### src/rtl/sdram_rd_arbiter.sv
// Read-port arbiter sharing one SDRAM read channel between NUM_REQ pulse-protocol clients.
// Optional macro SDRAM_ARB_FIXED_PRIO_EN: client 0 gets absolute priority, the rest round-robin.
module sdram_rd_arbiter #(
    parameter int unsigned NUM_REQ        = 3,
    parameter int unsigned ADDR_W         = 25,
    parameter int unsigned DATA_W         = 128,
    parameter int unsigned TIMEOUT_CYCLES = 4096
) (
    input  logic                      clk,
    input  logic                      rst_n,
    input  logic [NUM_REQ-1:0]        req_rd_req,
    input  logic [NUM_REQ*ADDR_W-1:0] req_rd_address,
    output logic [NUM_REQ-1:0]        req_busy,
    output logic [DATA_W-1:0]         req_rd_data,
    output logic [NUM_REQ-1:0]        req_rd_data_valid,
    output logic                      rd_req,
    output logic [ADDR_W-1:0]         rd_address,
    input  logic [DATA_W-1:0]         rd_data,
    input  logic                      rd_data_valid,
    input  logic                      ram_busy,
    output logic                      timeout_err
);
    localparam int unsigned OW   = (NUM_REQ > 1) ? $clog2(NUM_REQ) : 1;
    localparam int unsigned WD_W = $clog2(TIMEOUT_CYCLES + 1);

    typedef enum logic {IDLE, WAIT_DATA} state_t;

    state_t              state;
    logic [NUM_REQ-1:0]  pending;
    logic [NUM_REQ-1:0]  capture;
    logic [NUM_REQ-1:0]  pend_nxt;
    logic [NUM_REQ-1:0]  busy_nxt;
    logic [ADDR_W-1:0]   addr_q [NUM_REQ];
    logic [OW-1:0]       owner;
    logic [OW-1:0]       rr_ptr;
    logic [OW-1:0]       win;
    logic                found;
    logic                grant;
    logic                expire;
    logic                done;
    logic [WD_W-1:0]     wd_cnt;
    int unsigned         idx;

    always_comb begin
        win   = '0;
        found = 1'b0;
        idx   = 0;
`ifdef SDRAM_ARB_FIXED_PRIO_EN
        if (pending[0]) begin
            found = 1'b1;
        end else begin
            // Rotating search over clients 1..NUM_REQ-1 starting after rr_ptr
            for (int unsigned k = 1; k < NUM_REQ; k++) begin
                idx = ((32'(rr_ptr) + NUM_REQ - 2 + k) % (NUM_REQ - 1)) + 1;
                if (!found && pending[idx]) begin
                    win   = OW'(idx);
                    found = 1'b1;
                end
            end
        end
`else
        for (int unsigned k = 1; k <= NUM_REQ; k++) begin
            idx = (32'(rr_ptr) + k) % NUM_REQ;
            if (!found && pending[idx]) begin
                win   = OW'(idx);
                found = 1'b1;
            end
        end
`endif
        grant  = (state == IDLE) && found && !ram_busy;
        expire = (state == WAIT_DATA) && !rd_data_valid && (wd_cnt == WD_W'(TIMEOUT_CYCLES - 1));
        done   = (state == WAIT_DATA) && (rd_data_valid || expire);

        for (int unsigned i = 0; i < NUM_REQ; i++) begin
            capture[i] = req_rd_req[i] && !pending[i] && !((state == WAIT_DATA) && (owner == OW'(i)));
        end
        pend_nxt = pending | capture;
        if (grant) begin
            pend_nxt[win] = 1'b0;
        end
        // Busy mirrors next-cycle pending plus the owner of an in-flight read
        busy_nxt = pend_nxt;
        if (grant) begin
            busy_nxt[win] = 1'b1;
        end else if ((state == WAIT_DATA) && !done) begin
            busy_nxt[owner] = 1'b1;
        end
    end

    always_ff @(posedge clk or negedge rst_n) begin
        if (!rst_n) begin
            state             <= IDLE;
            pending           <= '0;
            owner             <= '0;
            rr_ptr            <= OW'(NUM_REQ - 1);
            wd_cnt            <= '0;
            req_busy          <= '0;
            req_rd_data       <= '0;
            req_rd_data_valid <= '0;
            rd_req            <= 1'b0;
            rd_address        <= '0;
            timeout_err       <= 1'b0;
            for (int unsigned i = 0; i < NUM_REQ; i++) begin
                addr_q[i] <= '0;
            end
        end else begin
            rd_req            <= grant;
            req_rd_data_valid <= '0;
            pending           <= pend_nxt;
            req_busy          <= busy_nxt;
            for (int unsigned i = 0; i < NUM_REQ; i++) begin
                if (capture[i]) begin
                    addr_q[i] <= req_rd_address[i*ADDR_W +: ADDR_W];
                end
            end
            case (state)
                IDLE: begin
                    if (grant) begin
                        rd_address <= addr_q[win];
                        owner      <= win;
                        wd_cnt     <= '0;
                        state      <= WAIT_DATA;
                    end
                end
                WAIT_DATA: begin
                    wd_cnt <= wd_cnt + 1'b1;
                    if (done) begin
                        req_rd_data              <= rd_data_valid ? rd_data : '0;
                        req_rd_data_valid[owner] <= 1'b1;
                        if (expire) begin
                            timeout_err <= 1'b1;
                        end
`ifdef SDRAM_ARB_FIXED_PRIO_EN
                        if (owner != '0) begin
                            rr_ptr <= owner;
                        end
`else
                        rr_ptr <= owner;
`endif
                        state <= IDLE;
                    end
                end
                default: state <= IDLE;
            endcase
        end
    end
endmodule

### config.mk
export PLATFORM = sky130hd
export DESIGN_NAME = sdram_rd_arbiter
export DESIGN_NICKNAME = d
export VERILOG_FILES = /design/src/rtl/sdram_rd_arbiter.sv
export SDC_FILE = /design/constraint.sdc
export NUM_CORES = 1
export LEC_CHECK = 0
export CAP_MARGIN = 30
export CORE_MARGIN = 1
export CORE_UTILIZATION = 35
export CTS_CLUSTER_SIZE = 30
export DETAILED_ROUTE_END_ITERATION = 12
export PLACE_DENSITY = 0.66
export SYNTH_ARGS = -nofsm -noshare
export SYNTH_HDL_FRONTEND = slang
export SYNTH_SLANG_ARGS = --single-unit
### constraint.sdc
create_clock -name clk -period 2.7 [get_ports clk]
set_input_delay 0.54 -clock clk [delete_from_list [all_inputs] [get_ports clk]]
set_output_delay 0.54 -clock clk [all_outputs]
set_load 0.01 [all_outputs]
# ---- After elaboration in Yosys (flattened, before gate mapping)
# Index checks and enable logic that the tools add are counted.
dict set report word_totals {
  elab_cells 105
  out_inout_bits 161
  ff_bits 257
  in_bits 210
}
dict set report op_classes {
  magnitude_cmp 8
  reduce_logical 35
  n_bitwise 7
  eq_ne 4
  n_div 3
  n_addsub 4
  muxes 30
}
# cell n
set ops {}
lappend ops {{128-bit 2-to-1 mux} 1}
lappend ops {{32-bit by 3-bit < comparator with 1-bit output (second input constant)} 3}
lappend ops {{32-bit by 2-bit remainder unit with 32-bit output (second input constant)} 3}
lappend ops {{25-bit binary-select mux with 2-bit select} 1}
lappend ops {{25-bit 2-to-1 mux} 2}
lappend ops {{13-bit one-hot mux with 2 select lines} 1}
lappend ops {{1-bit logical AND} 19}
lappend ops {{3-bit 2-to-1 mux} 5}
lappend ops {{13-bit by 1-bit adder with 13-bit output (second input constant)} 1}
lappend ops {{13-bit by 12-bit equality test with 1-bit output (second input constant)} 1}
lappend ops {{13-bit 2-to-1 mux} 1}
lappend ops {{1-bit zero test} 11}
lappend ops {{1-bit 2-to-1 mux} 10}
lappend ops {{3-bit bitwise OR} 3}
lappend ops {{2-bit by 2-bit adder with 3-bit output (second input constant)} 2}
lappend ops {{1-bit binary-select mux with 2-bit select} 3}
lappend ops {{2-bit by 3-bit < comparator with 1-bit output (second input constant)} 2}
lappend ops {{2-bit 2-to-1 mux} 3}
lappend ops {{1-bit demux with 2-bit select} 2}
lappend ops {{2-bit by 1-bit greater-or-equal comparator with 1-bit output (second input constant)} 2}
lappend ops {{2-bit AND reduction} 2}
lappend ops {{2-bit by 1-bit adder with 3-bit output (second input constant)} 1}
lappend ops {{3-bit bitwise AND} 1}
lappend ops {{3-bit greater-or-equal comparator (second input constant)} 1}
lappend ops {{other kinds (10)} 10}

# ---- Logic depth before layout (Yosys ltp)
dict set report logic_depth {
  word_depth 21
  ltp_mapped 9
  ltp_nobuf 7
}

# ---- Worst setup path before layout
# No wires, ideal clock.
dict set report synth_timing {
  kind {register to register}
  start {reg rr_ptr[1]}
  end {reg rd_address[20]}
  path_buffers 1
  setup_ps 68
  setup_slack_ps 689
  synth_period_minus_slack_ps 2011
  arrival_ps 1942
  path_stages_with_launch 9
  required_time_ps 2632
  path_cell_list {dfstp_2 -> inv_1 -> ha_1 -> a22oi_2 -> nand3b_4 -> a211oi_4 -> buf_4 -> a221oi_1 -> nand3_1}
}
dict set report synth_between {
  elab_chain_cells 15
  word_cells_on_any_way 29
  classes_between {add/sub (3); div (3); mux (15); bitwise (1); reduce/logical (7)}
}
# item line
set synth_rtl {}
lappend synth_rtl {{start, declared} 35} ;# logic [OW-1:0] rr_ptr;
lappend synth_rtl {{start signal, assigned} 95} ;# rr_ptr <= OW'(NUM_REQ - 1);
lappend synth_rtl {{start signal, assigned} 138} ;# rr_ptr <= owner;
lappend synth_rtl {{2-bit by 1-bit adder with 3-bit output} 63} ;# idx = (32'(rr_ptr) + k) % NUM_REQ;
lappend synth_rtl {{32-bit by 2-bit remainder unit with 32-bit output} 63}
lappend synth_rtl {{1-bit binary-select mux with 2-bit select} 64} ;# if (!found && pending[idx]) begin
lappend synth_rtl {{1-bit 2-to-1 mux (not written as such)} 64}
lappend synth_rtl {{1-bit 2-to-1 mux} 64}
lappend synth_rtl {{1-bit zero test} 64}
lappend synth_rtl {{1-bit logical AND} 64}
lappend synth_rtl {{1-bit 2-to-1 mux} 64}
lappend synth_rtl {{1-bit zero test} 64}
lappend synth_rtl {{1-bit logical AND} 64}
lappend synth_rtl {{2-bit 2-to-1 mux} 64}
lappend synth_rtl {{2-bit NOT with 3-bit output (not written as such)} 119} ;# rd_address <= addr_q[win];
lappend synth_rtl {{25-bit binary-select mux with 2-bit select} 119}
lappend synth_rtl {{25-bit 2-to-1 mux (not written as such) (2 in a row)} 119}
lappend synth_rtl {{end signal, assigned} 119}
lappend synth_rtl {{end, declared} 17} ;# output logic [ADDR_W-1:0] rd_address,
# Parallel ways exist; a longest one is shown, timed or not. The select of a mux whose other input is x is not followed.
# A chain may end at the register's enable or synchronous reset.

# ---- Final worst setup path
dict set report layout_timing {
  start {reg rr_ptr[1]}
  end {reg rd_address[22]}
}
# Same word-level chain as after synthesis.

==> metrics.md <==
| Metric | Value |
|---|---|
| Unrepaired setup endpoints after global routing | false |
| Area overhead of the layout relative to synthesis | 48.12% |
| TNS Setup | 0 ns |
| Time the final worst path needs with I/O delays and setup | 2.477 ns |
| Yosys Warn Count | 0 |
| Share of power burned in registers | 37.5% |
| Total number of nets in the final design | around 1,400 |
| Mean number of vias per cell | just over 5 |
| Category of the worst setup path capture point | flip-flop |
| Antenna violations before repair | 1 |
| Largest net degree at the start of global routing | 76 |
| Clock network fraction of design power | 20.7% |
| Number of clock buffers inserted by TritonCTS | 29 |
| Power density normalized to cell area | approximately 1200 mW/mm² |
| Worst-Margin Slew | about 0.74 ns |
| Antenna Violating Nets Remaining | 0 |
| Maximum clock insertion buffer count | 3 |
| Critical path start-end classification | reg -> reg |
| Number of buffers and inverters on the critical path | 1 |
| Global-route wire length before repair | 48,710 µm |
| Fraction of layout cells with a size suffix above 1 | 14.08% |
| Sequential share of the synthesized area | roughly three fifths |
| Height of the chip | 176.1 µm |
| Mean area per synthesized cell | 12.97 µm² |
| Achievable frequency | 403.7 MHz |
| Comb pwr share | between 40% and 50% |
| Leading cell type in the layout, fill and taps excluded | clkdlybuf4s50_1 |
| Final setup violating endpoints | 0 |
| Hold Path Origin | timeout_err$_DFFE_PN0P_ |
| Area of the die | 0.03101 mm² |
| Number of top-level pins | 371 |
| CP Data Required Time | around 3.2 ns |
| Worst-path cell chain | inv_1 > ha_1 > a22oi_2 > nand3b_4 > o21ai_1 > a221oi_1 > o21ai_0 |
| Total of flip-flops plus latches after synthesis | 257 |
| Area leader, netlist | dfrtp_1 |
| Critical-path maximum fanout | 8 |
| Sw Ratio | 34.02% |
| Overall track demand over capacity in global routing | between 20% and 30% |
| Flip-flop cell with the highest count after synthesis | dfrtp_1 |
| Share of async-settable or async-resettable flops after synthesis | 100.0% |
| Detailed-route wire length | approximately 32,000 µm |
| Number of DRC violations after detailed routing | 0 |
| Standard-cell row count | 63 |
| Final Hold Slack | between 0.4 and 0.5 ns |
| Class of the tightest hold or removal check | reg -> reg |
| Worst endpoint data arrival time | 2.93 ns |
| Peak supply drop | about 560 µV |
| Number of iterations in the first detailed-routing pass | 4 |
| Clock-pin slew on the worst setup and hold paths | 0.06 ns |
| Number of max-cap violations | 0 |
| Top library cells by usage in the layout, fill and taps aside | clkdlybuf4s50_1 (369), dfrtp_1 (256), a22o_1 (128) |
| Count of clock tree sinks | 257 |
| Top area cells in the synthesized netlist | dfrtp_1 (60%), a22o_1 (11%), mux2_2 (8.2%), nand2_1 (2.5%), a22oi_1 (1.7%) |
| Net switching power figure | 6292 µW |
| Crit path launch | rr_ptr[1]$_DFFE_PN1P_ |
| Post-synth design cell area | 0.01061 mm² |
| Initial Utilization | 35.70% |
| Global route overflow | 0 |
| Fraction of the cycle the final worst path needs | between 90% and 100% |
| Internal power | between 10,000 and 15,000 µW |
| TritonCTS clock tree | built |
| Vias | 8,300 |
| Violation count after the first detailed-routing iteration | 413 |
| Worst path slowest cell | o21ai_1 |
| Static Leak | 0.006790 µW |
| Setup crit start kind | flip-flop |
| Largest stage delay on the critical path | 0.62 ns |
| Post-synth net total | between 1,000 and 1,500 |
| PnR Total Power | about 18,000 µW |
| Cell count after synthesis | 818 |
| Critical path's top delay family | compound AO/OA/AOI/OAI gates |
| Max_slew headroom | 50.44% |
| End-of-flow core utilization | approximately 53% |
| HPWL after DPL | 22,060 µm |
| Number of global-route vias before repair | approximately 8,400 |
| Startpoint of the worst-slack reg-to-reg timing path | rr_ptr[1]$_DFFE_PN1P_ |
| Top-area cell type share of the netlist area | 60.39% |
| Core Region | 0.02972 mm² |
| Number of enable-type register cells in the synthesized netlist | 0 |
| Max Transition Viols Final | 0 |
| Clock Skews | 0.01344 ns |
| Root buf cell | clkbuf_16 |
| Clock H-tree levels | 1 |
| Final-report hold violation count | 0 |
| Wire length per cell after detailed routing | about 20 µm |
| Horizontal die dimension | around 180 µm |
| Clock latency at the later pin of the worst-skew pair | ~0.54 ns |
| Result of the run | complete, no violations |
| Number of library cell types mapped by synthesis | between 50 and 60 |
| PortBufs | 370 |
| Final Wtd Congestion | 0.8213 |
-- power by group through the flow --
stage	registers (µW)	clock network, µW	logic, µW
2_1_floorplan	7180	0	3530
3_3_place_gp	6930	0	7620
4_1_cts	6920	3950	7780
6_report	6940	3830	7730
3_5_place_dp	6940	0	7740
5_1_grt	7170	4100	8270
-- layout make-up --
class	instances	area [µm²]
antenna	1	2.502
clock buffer	39	813.3
clock inverter	11	108.9
fill	2560	14000
inverter	5	18.77
multi-input combinational	499	3842
sequential	257	6432
tap	390	488.0
timing repair buffer	396	4006
-- cells by family after synthesis --
group	count (synthesis)	share of synthesized area [%]
adder cells (fa/ha/maj)	5	0.5898
flip-flops	257	60.64
AND/OR/NAND/NOR	160	7.573
multiplexers	81	8.552
XOR/XNOR	9	0.7430
buffers and inverters	62	3.279
AO/OA/AOI/OAI	244	18.62
-- synth_stat cells (2+ instances only) --
cell,instances
a211oi_1,9
a211oi_4,2
a21o_1,4
a21oi_1,15
a221oi_1,16
a22o_1,128
a22oi_1,24
a22oi_2,3
and2_1,9
and3_1,19
buf_2,17
buf_4,3
buf_6,11
clkbuf_1,25
dfrtp_1,256
ha_1,5
inv_1,5
mux2_2,77
mux2i_1,4
nand2_1,70
nand2b_1,2
nand3_1,24
nand3b_1,5
nand4_1,3
nor2_1,13
nor2b_1,3
nor3_1,2
o21a_1,3
o21ai_0,18
o21ai_1,5
o22ai_1,8
xnor2_1,5
xor2_1,4
-- final timing paths --
path / slack [ns] / cells past startpoint / to
setup / recovery: 0.22 / 7 / rd_address[22]$_DFFE_PN0P_
hold / removal: 0.48 / 2 / timeout_err$_DFFE_PN0P_
setup reg to reg: 0.22 / 7 / rd_address[22]$_DFFE_PN0P_
hold reg to reg: 0.48 / 2 / timeout_err$_DFFE_PN0P_
max in group asynchronous: 1.34 / 3 / req_rd_data[43]$_DFFE_PN0P_
min in group asynchronous: 0.59 / 2 / req_rd_data[10]$_DFFE_PN0P_
-- layer usage --
layer  track usage, %  wire, µm
met3            3.252      1609
met2            32.09     15500
met5                0         0
met1            27.87     14000
met4            6.341       960
-- state kept, by name, indices dropped and copies added, names as in the netlist, 3 cells and up --
name               flops
req_busy               3
addr_q                75
req_rd_data          128
rd_address            25
wd_cnt                13
pending                3
req_rd_data_valid      3
-- tightest hold or removal path: stages, from the launching register on --
cell     delay (ns)
dfrtp_1        0.35
inv_1          0.05
o31ai_1        0.05
-- timing repair --
action	in CTS	in global routing
setup endpoints to repair	0	3
hold endpoints to repair	20	0
hold buffers	1	0
setup buffers	0	1
resized for setup	0	0
-- stage by stage --
stage / worst slack [ns] / std cells / area (µm²)
5_1_grt: 0.05792 / 1598 / 15710
3_3_place_gp: 0.2530 / 1545 / 14760
6_report: 0.2232 / 1598 / 15710
4_1_cts: 0.1253 / 1596 / 15690
3_5_place_dp: 0.1327 / 1545 / 14760
2_1_floorplan: 0.6894 / 818 / 10610
(Power assumes the default switching activity.)
